File: src/rtl/count_reporter.sv
// count_reporter: checks the sample counter stream for continuity and, on request
// or a periodic timer, reports a count snapshot as an ASCII line over 8N1 UART.
module count_reporter #(
    parameter int unsigned CLKS_PER_BIT  = 417,
    parameter int unsigned REPORT_PERIOD = 48000000
) (
    input  logic        clock48,
    input  logic        rst,
    input  logic [31:0] counts,
    input  logic        inited,
    input  logic        reseted,
    input  logic        report_req,
    output logic        uart_tx,
    output logic        busy,
    output logic        err_flag,
    output logic [15:0] err_count,
    output logic [3:0]  o_dbg_state
);
    localparam int BW = $clog2(CLKS_PER_BIT);
    localparam logic [BW-1:0] BAUD_LAST = BW'(CLKS_PER_BIT - 1);

    typedef enum logic [1:0] {F_IDLE, F_SEND, F_DONE} fstate_t;
    typedef enum logic [1:0] {T_IDLE, T_START, T_DATA, T_STOP} tstate_t;

    fstate_t        r_fstate;
    tstate_t        r_tstate;
    logic [BW-1:0]  r_baud;
    logic [2:0]     r_bit;
    logic [3:0]     r_char;
    logic [7:0]     r_shift;
    logic [31:0]    r_snap;
    logic           r_rs;
    logic           r_tx;
    logic           r_busy;
    logic [31:0]    r_timer;
    logic [31:0]    r_prev;
    logic           r_prev_valid;
    logic           r_err_flag;
    logic [15:0]    r_err_count;

    logic w_idle;
    logic w_expire;
    logic w_trigger;
    logic w_baud_end;
    logic w_err;

    // Character idx of the line "<R|C><8 hex digits>\r\n" for a given snapshot.
    function automatic logic [7:0] frame_char(input logic [3:0] idx,
                                              input logic [31:0] snap,
                                              input logic rs);
        logic [31:0] sh;
        logic [3:0]  nib;
        sh  = snap << {idx - 4'd1, 2'b00};
        nib = sh[31:28];
        if (idx == 4'd0)       return rs ? 8'h52 : 8'h43;
        else if (idx == 4'd9)  return 8'h0D;
        else if (idx == 4'd10) return 8'h0A;
        else if (nib < 4'd10)  return 8'h30 + {4'h0, nib};
        else                   return 8'h37 + {4'h0, nib};
    endfunction

    // DONE counts as idle so a trigger lands on the first cycle busy is low.
    assign w_idle     = (r_fstate != F_SEND);
    assign w_expire   = (REPORT_PERIOD != 0) && (r_timer == 32'(REPORT_PERIOD - 1));
    assign w_trigger  = inited && w_idle && (report_req || w_expire);
    assign w_baud_end = (r_baud == BAUD_LAST);
    assign w_err      = inited && r_prev_valid && (counts != 32'd0) &&
                        (counts != r_prev + 32'd1);

    always_ff @(posedge clock48) begin
        if (rst) begin
            r_prev       <= '0;
            r_prev_valid <= 1'b0;
            r_err_flag   <= 1'b0;
            r_err_count  <= '0;
        end else begin
            if (inited) begin
                r_prev       <= counts;
                r_prev_valid <= 1'b1;
            end else begin
                r_prev_valid <= 1'b0;
            end
            if (w_err) begin
                r_err_flag <= 1'b1;
                if (r_err_count != 16'hFFFF) r_err_count <= r_err_count + 16'd1;
            end
        end
    end

    // Expiry while busy is dropped: the timer restarts either way.
    always_ff @(posedge clock48) begin
        if (rst) begin
            r_timer <= '0;
        end else if (inited) begin
            if (w_trigger || w_expire) r_timer <= '0;
            else                       r_timer <= r_timer + 32'd1;
        end
    end

    always_ff @(posedge clock48) begin
        if (rst) begin
            r_fstate <= F_IDLE;
            r_tstate <= T_IDLE;
            r_baud   <= '0;
            r_bit    <= '0;
            r_char   <= '0;
            r_shift  <= '0;
            r_snap   <= '0;
            r_rs     <= 1'b0;
            r_tx     <= 1'b1;
            r_busy   <= 1'b0;
        end else begin
            case (r_fstate)
                F_IDLE, F_DONE: begin
                    r_fstate <= F_IDLE;
                    if (w_trigger) begin
                        r_fstate <= F_SEND;
                        r_tstate <= T_START;
                        r_snap   <= counts;
                        r_rs     <= reseted;
                        r_char   <= 4'd0;
                        r_baud   <= '0;
                        r_shift  <= frame_char(4'd0, counts, reseted);
                        r_tx     <= 1'b0;
                        r_busy   <= 1'b1;
                    end
                end
                F_SEND: begin
                    r_baud <= w_baud_end ? '0 : r_baud + BW'(1);
                    if (w_baud_end) begin
                        case (r_tstate)
                            T_START: begin
                                r_tstate <= T_DATA;
                                r_bit    <= 3'd0;
                                r_tx     <= r_shift[0];
                            end
                            T_DATA: begin
                                if (r_bit == 3'd7) begin
                                    r_tstate <= T_STOP;
                                    r_tx     <= 1'b1;
                                end else begin
                                    r_bit   <= r_bit + 3'd1;
                                    r_shift <= {1'b0, r_shift[7:1]};
                                    r_tx    <= r_shift[1];
                                end
                            end
                            T_STOP: begin
                                if (r_char == 4'd10) begin
                                    r_tstate <= T_IDLE;
                                    r_fstate <= F_DONE;
                                    r_busy   <= 1'b0;
                                end else begin
                                    r_char   <= r_char + 4'd1;
                                    r_shift  <= frame_char(r_char + 4'd1, r_snap, r_rs);
                                    r_tx     <= 1'b0;
                                    r_tstate <= T_START;
                                end
                            end
                            default: begin
                                r_tstate <= T_IDLE;
                                r_fstate <= F_DONE;
                                r_tx     <= 1'b1;
                                r_busy   <= 1'b0;
                            end
                        endcase
                    end
                end
                default: r_fstate <= F_IDLE;
            endcase
        end
    end

    assign uart_tx     = r_tx;
    assign busy        = r_busy;
    assign err_flag    = r_err_flag;
    assign err_count   = r_err_count;
    assign o_dbg_state = {r_fstate, r_tstate};
endmodule
File: config.mk
export PLATFORM = sky130hd
export DESIGN_NAME = count_reporter
export DESIGN_NICKNAME = d
export VERILOG_FILES = /design/src/rtl/count_reporter.sv
export SDC_FILE = /design/constraint.sdc
export NUM_CORES = 1
export LEC_CHECK = 0
export CAP_MARGIN = 15
export CORE_MARGIN = 4
export CORE_UTILIZATION = 45
export DETAILED_ROUTE_END_ITERATION = 6
export PLACE_DENSITY = 0.73
export SYNTH_ARGS = -nofsm -noshare
export SYNTH_HDL_FRONTEND = slang
export SYNTH_SLANG_ARGS = --single-unit
File: constraint.sdc
create_clock -name clock48 -period 4.6 [get_ports clock48]
set_clock_uncertainty 0.2 [all_clocks]
set_input_delay 0.92 -clock clock48 [delete_from_list [all_inputs] [get_ports clock48]]
set_output_delay 0.92 -clock clock48 [all_outputs]
set_load 0.01 [all_outputs]
* Yosys cells after proc, flatten, opt, wreduce, memory -nomap -nowiden
Index checks and enable logic that the tools add are counted.
Widths: inputs -> output; s select.
** Storage, ports and cells
- Word-level logic and storage cells :: 121
- Memories :: 0
- Register bits :: 145
- Latch bits :: 0
- Input bits :: 37
- Output and inout bits :: 23
- Bits in read-only memories :: 0
- Memory bits (writable) :: 0
** Operators by class
- Multiply operators :: 0
- Mux-type cells :: 46
- Magnitude comparators :: 1
- Reduce and logical (&&, ||, !) cells :: 24
- Div/mod/pow operators :: 0
- Add/sub/neg operators :: 9
- Bitwise logic cells :: 0
- Equal/unequal tests :: 25
- Shift-type cells :: 1
** Operators with widths (number)
- $add 32x1->32 const B :: 2
- $eq 32x26->1 const B :: 1
- $mux 32 :: 1
- $mux 8 :: 4
- $ne 32x32->1 :: 1
- $pmux 8 s2 :: 2
- $reduce_bool 32->1 :: 1
- $shl 32x6->32 :: 1
- $mux 7 :: 4
- $mux 9 :: 2
- $pmux 9 s2 :: 1
- $add 16x1->16 const B :: 1
- $mux 4 :: 4
- $ne 16x16->1 const B :: 1
- $add 6x4->7 const A :: 2
- $eq 4x4->1 const B :: 3
- $ne 2x2->1 const B :: 6
- $ne 3x3->1 const B :: 4
- $pmux 2 s2 :: 3
- $reduce_and 4->1 :: 3
- $mux 1 :: 10
- $mux 2 :: 5
- $mux 5 :: 2
- $reduce_and 5->1 :: 2
- other kinds (26) :: 40

* Depth between registers and ports, before layout
- Depth in word-level cells :: 12
- Mapped depth :: 16
- Mapped depth without buffers :: 14

* Worst setup path after synthesis
OpenSTA, ideal clock, no wires.
- Kind :: register to register
- Start point :: reg r_char[0]
- End point :: reg r_shift[2]
- Path buffers :: 2
- Period minus slack after synthesis :: 3.902 ns
- Setup time :: 0.071 ns
- Cell stages (with the launch flop) :: 17
- Arrival :: 3.631 ns
- Required time :: 4.329 ns
- Slack :: 0.698 ns
- Cell sequence :: dfxtp_1 -> clkbuf_1 -> inv_1 -> ha_1 -> buf_1 -> nand3_1 -> o21a_1 -> o21ai_0 -> nand2_1 -> nor2_1 -> inv_1 -> ha_1 -> nor2b_1 -> or3b_2 -> a211oi_1 -> o21ai_0 -> a21oi_1
** On the way
- Cells in the longest elaborated chain, start to end :: 12
- Elaborated cells between the ends (all ways) :: 20
- Classes of those cells :: add/sub: 4; order compare: 1; eq/ne: 4; shift: 1; mux: 8; reduce/logical: 2
** RTL lines
- start, declared :: line 29 : logic [3:0] r_char;
- start signal, assigned :: line 153 : r_char <= r_char + 4'd1;
- $add 4x1->4 :: line 154 : r_shift <= frame_char(r_char + 4'd1, r_snap, r_rs);
- $sub 4x1->4 :: line 53 : sh = snap << {idx - 4'd1, 2'b00};
- $shl 32x6->32 :: line 53
- $add 6x4->7, or another cell as far along :: line 59 : else return 8'h37 + {4'h0, nib};
- $mux 7 :: line 58 : else if (nib < 4'd10) return 8'h30 + {4'h0, nib};
- $mux 7 :: line 57 : else if (idx == 4'd10) return 8'h0A;
- $mux 7 :: line 56 : else if (idx == 4'd9) return 8'h0D;
- $mux 7 :: line 55 : if (idx == 4'd0) return rs ? 8'h52 : 8'h43;
- $mux 8 :: line 148 : if (r_char == 4'd10) begin
- $pmux 8 s2 :: line 131 : case (r_tstate)
- $mux 8 :: line 130 : if (w_baud_end) begin
- $pmux 8 s2 :: line 113 : case (r_fstate)
- end signal, assigned :: line 123 : r_shift <= frame_char(4'd0, counts, reseted);
- end signal, assigned :: line 143 : r_shift <= {1'b0, r_shift[7:1]};
- end signal, assigned :: line 154
- end, declared :: line 30 : logic [7:0] r_shift;
Parallel ways exist; a longest one is shown, timed or not. The select of a mux whose other input is x is not followed.
A chain may end at the register's enable or synchronous reset.

* Worst setup path after layout
Ends and elaborated chain as after synthesis.

==> results_dict.tcl <==
set metrics [dict create \
    status "finished, final reports clean" \
    r2r-end "r_shift[2]" \
    crit-reg2reg-launch "r_char[0]" \
    final_cell_area_um2 9200 \
    port_buffers 59 \
    syn_area_um2 7860 \
    core_region_area_um2 17200 \
    holdBufCountCts 0 \
    finalPower_mw 3.07 \
    worstHoldStart "r_snap[18]" \
    r2r_cells 14 \
    synth_edf_count 0 \
    layout.nets 1061 \
    dieWidth_um 140 \
    grt_use_met1_pct 25.8 \
    cp_data_arrival_time_ns 4.13 \
    ys_seq_area_share_pct 36.7 \
    syn2layout_area_growth_pct 17.1 \
    cts_tree "built" \
    synth_top_area_cell "dfxtp_1" \
    worstHoldPathType "reg2reg" \
    dp_hpwl_um 13100 \
    place_congestion 0.898 \
    cts_max_level 4 \
    rsz0062_at_grt "no" \
    overflow 0 \
    cp_cell_sequence "inv_1 -> ha_2 -> nand3_1 -> o21a_1 -> o21ai_0 -> nand2_1 -> nor2_1 -> inv_1 -> ha_1 -> nor2b_1 -> or3b_2 -> a211oi_1 -> o21ai_0 -> a21oi_1" \
    fin_crit_ns 3.99 \
    io_pins 60 \
    drv_slew 0 \
    grt_pass1_vias 6490 \
    synth_fa_ha_area_share_pct 2.55 \
    yosys-top-cells-area "dfxtp_1 37%, nand2_1 6.2%, nor2_1 6.2%" \
    routed_wl_um 18600 \
    clk_latency_ns 0.42 \
    num_rows 48 \
    power_density_nw_per_um2 334 \
    synth_compound_area_share_pct 13.0 \
    first_iter_violations 510 \
    cp-start-kind "flip-flop" \
    fp.dieArea_um2 19600 \
    layout-drive-gt1-share_pct 5.88 \
    critPathMaxFanout 12 \
    reg2reg_setup_slack_ns 0.61 \
    use_met2_pct 31.6 \
    cp-startpoint "r_char[0]" \
    cp_slowest_cell "dfxtp_1" \
    max_slew.worst_pin.slew_ns 0.953 \
    yosysMostFrequentCell "dfxtp_1" \
    cts_buffers 17 \
    synth-simple-area-share_pct 28.4 \
    num_antenna_cells 0 \
    grt_first_pass_wirelength_um 31700 \
    wl_per_cell_um 15.0 \
    power_leakage_nw 3.31 \
    place_ws_ns 0.556 \
    endpoint_kind "flip-flop" \
    critPathCapture "r_shift[2]" \
    antenna_found_initial 0 \
    critical_path_required_ns 4.75 \
    netlist_top_cells_count "144 x dfxtp_1, 129 x nand2_1, 129 x nor2_1" \
    route.vias.total 6918 \
    drv_cap 0 \
    post_cts_buffers 0 \
    holdPathStages 2 \
    viasPerCell 5.55 \
    synth_warnings 0 \
    grt_max_degree 65 \
    path_clk_slew_ns 0.06 \
    max_freq_ghz 0.251 \
    top_usage_layer "met2" \
    drc 0 \
    final.setup.worst_slack_ns 0.615 \
    clkSinkCount 144 \
    grt_util_all_layers_pct 19.2 \
    crit_buf_inv 2 \
    synth_ff_type "dfxtp_1" \
    start_util_pct 45.7 \
    placed_cell_area_um2 8580 \
    slowest_delay_ns 0.62 \
    avgSynthCellArea_um2 8.09 \
    synth_cell_types 57 \
    synth_top_area_share_pct 36.7 \
    synth_cells 971 \
    period_share_pct 86.6 \
    peakVddDrop_mv 0.242 \
    path_class "reg2reg" \
    syn_nets 1024 \
    postRouteAntennaNets 0 \
    synthMuxAreaShare_pct 8.17 \
    synth_top_family_by_area "simple AND/OR/NAND/NOR gates" \
    clockRootBuffer "clkbuf_16" \
    synth_seq_cells 144 \
    grtUsageMet3_pct 4.10 \
    firstDrtPassIters 5 \
    tns_ns 0 \
    relSlewSlack_pct 36.5 \
    synth_xor_area_share_pct 7.69 \
    crit_cells 14 \
    die_y_um 140 \
    setup_viol 0 \
    cts_buffer_depth 2 \
    hold_violations 0 \
    async_reset_ff_share_pct 0 \
    crit_family "simple AND/OR/NAND/NOR gates" \
]
how the worst min path moves through the flow:
stage / endpoint / slack, ns
CTS: r_shift[2] / 0.25
detailed placement: r_shift[2] / 0.25
floorplan: r_shift[3] / 0.23
global route: r_snap[16] / 0.28
finish: r_snap[18] / 0.26
global placement: err_flag / 0.24
final cells by class:
| type | count | area (um2) |
|---|---|---|
| Clock buffer | 18 | 439 |
| Clock inverter | 14 | 178 |
| Fill cell | 1624 | 7980 |
| Inverter | 23 | 86.3 |
| Multi-Input combinational cell | 757 | 4700 |
| Sequential cell | 144 | 2880 |
| Tap cell | 225 | 282 |
| Timing Repair Buffer | 65 | 628 |
worst min-delay path, cell delays in order, from the launching register on:
cell	delay [ns]
dfxtp_1	0.31
nand2_1	0.05
a21oi_1	0.05
cell usage in the layout, fill, tap and decap left out, types with 4 or more instances in the layout:
cell             count
buf_4                7
clkdlybuf4s50_1     57
nand2_1            129
xnor2_1             37
a21oi_1             76
ha_1                15
xor2_1              32
or3_1                8
inv_1               23
inv_6                4
nor2_1             129
or4_1                6
o21ai_0             32
o31ai_1              5
mux4_2               8
o22ai_1              5
o21a_1               4
nor3b_1              4
and3_1              13
nor4_1              19
nand3_1             33
a311oi_1             4
a211oi_1            11
mux2_1               6
a21o_1               4
nand4_1             32
nor4b_1              4
nor3_1              14
nor2b_1             17
a22oi_1              4
a31oi_1              5
dfxtp_1            144
mux2i_1             36
and2_1               8
nand2b_1            12
clkbuf_16           17
o211ai_1             6
and4_1               6
per-layer routing:
metal | part of all wire [%] | vias to the layer above
met2 | 47 | 141
met3 | 4.5 | 24
met5 | 0 | -
met4 | 1.5 | 0
met1 | 47 | 3243
li1 | - | 3510
through the flow:
| step | util, % | hold WS (ns) | instances |
|---|---|---|---|
| floorplan | - | 0.232 | 971 |
| global placement | 49.9 | 0.239 | 1214 |
| detailed placement | 49.9 | 0.246 | 1214 |
| CTS | 53.5 | 0.254 | 1246 |
| global route | 53.5 | 0.278 | 1246 |
| finish | 53.5 | 0.256 | 1246 |
flip-flops by register name, indices dropped and copies added (netlist names):
signal	cells
r_prev	32
r_snap	32
r_timer	32
err_count	16
r_baud	9
r_shift	7
r_char	4
r_bit	3
r_fstate	2
r_tstate	2
busy	1
err_flag	1
r_prev_valid	1
r_rs	1
uart_tx	1
report_power, final:
group | switching (mW) | leakage [nW] | total (mW) | internal, mW
Combinational | 0.160 | 1.84 | 0.289 | 0.129
Clock | 0.572 | 0.296 | 1.45 | 0.876
Sequential | 0.0476 | 1.17 | 1.34 | 1.29
Total | 0.780 | 3.31 | 3.07 | 2.29
cells by family (layout without fill, tap and decap cells):
group                    after synthesis  in the layout
buffers and inverters                 70            120
adder cells (fa/ha/maj)               16             16
AO/OA/AOI/OAI                        170            170
multiplexers                          53             53
AND/OR/NAND/NOR                      449            449
XOR/XNOR                              69             69
flip-flops                           144            144
repair_timing:
action | in CTS | in global routing
endpoints found under the setup margin | 0 | 1
resized for setup | 0 | 1
endpoints found under the hold margin | 0 | 0
(Power assumes the default switching activity.)
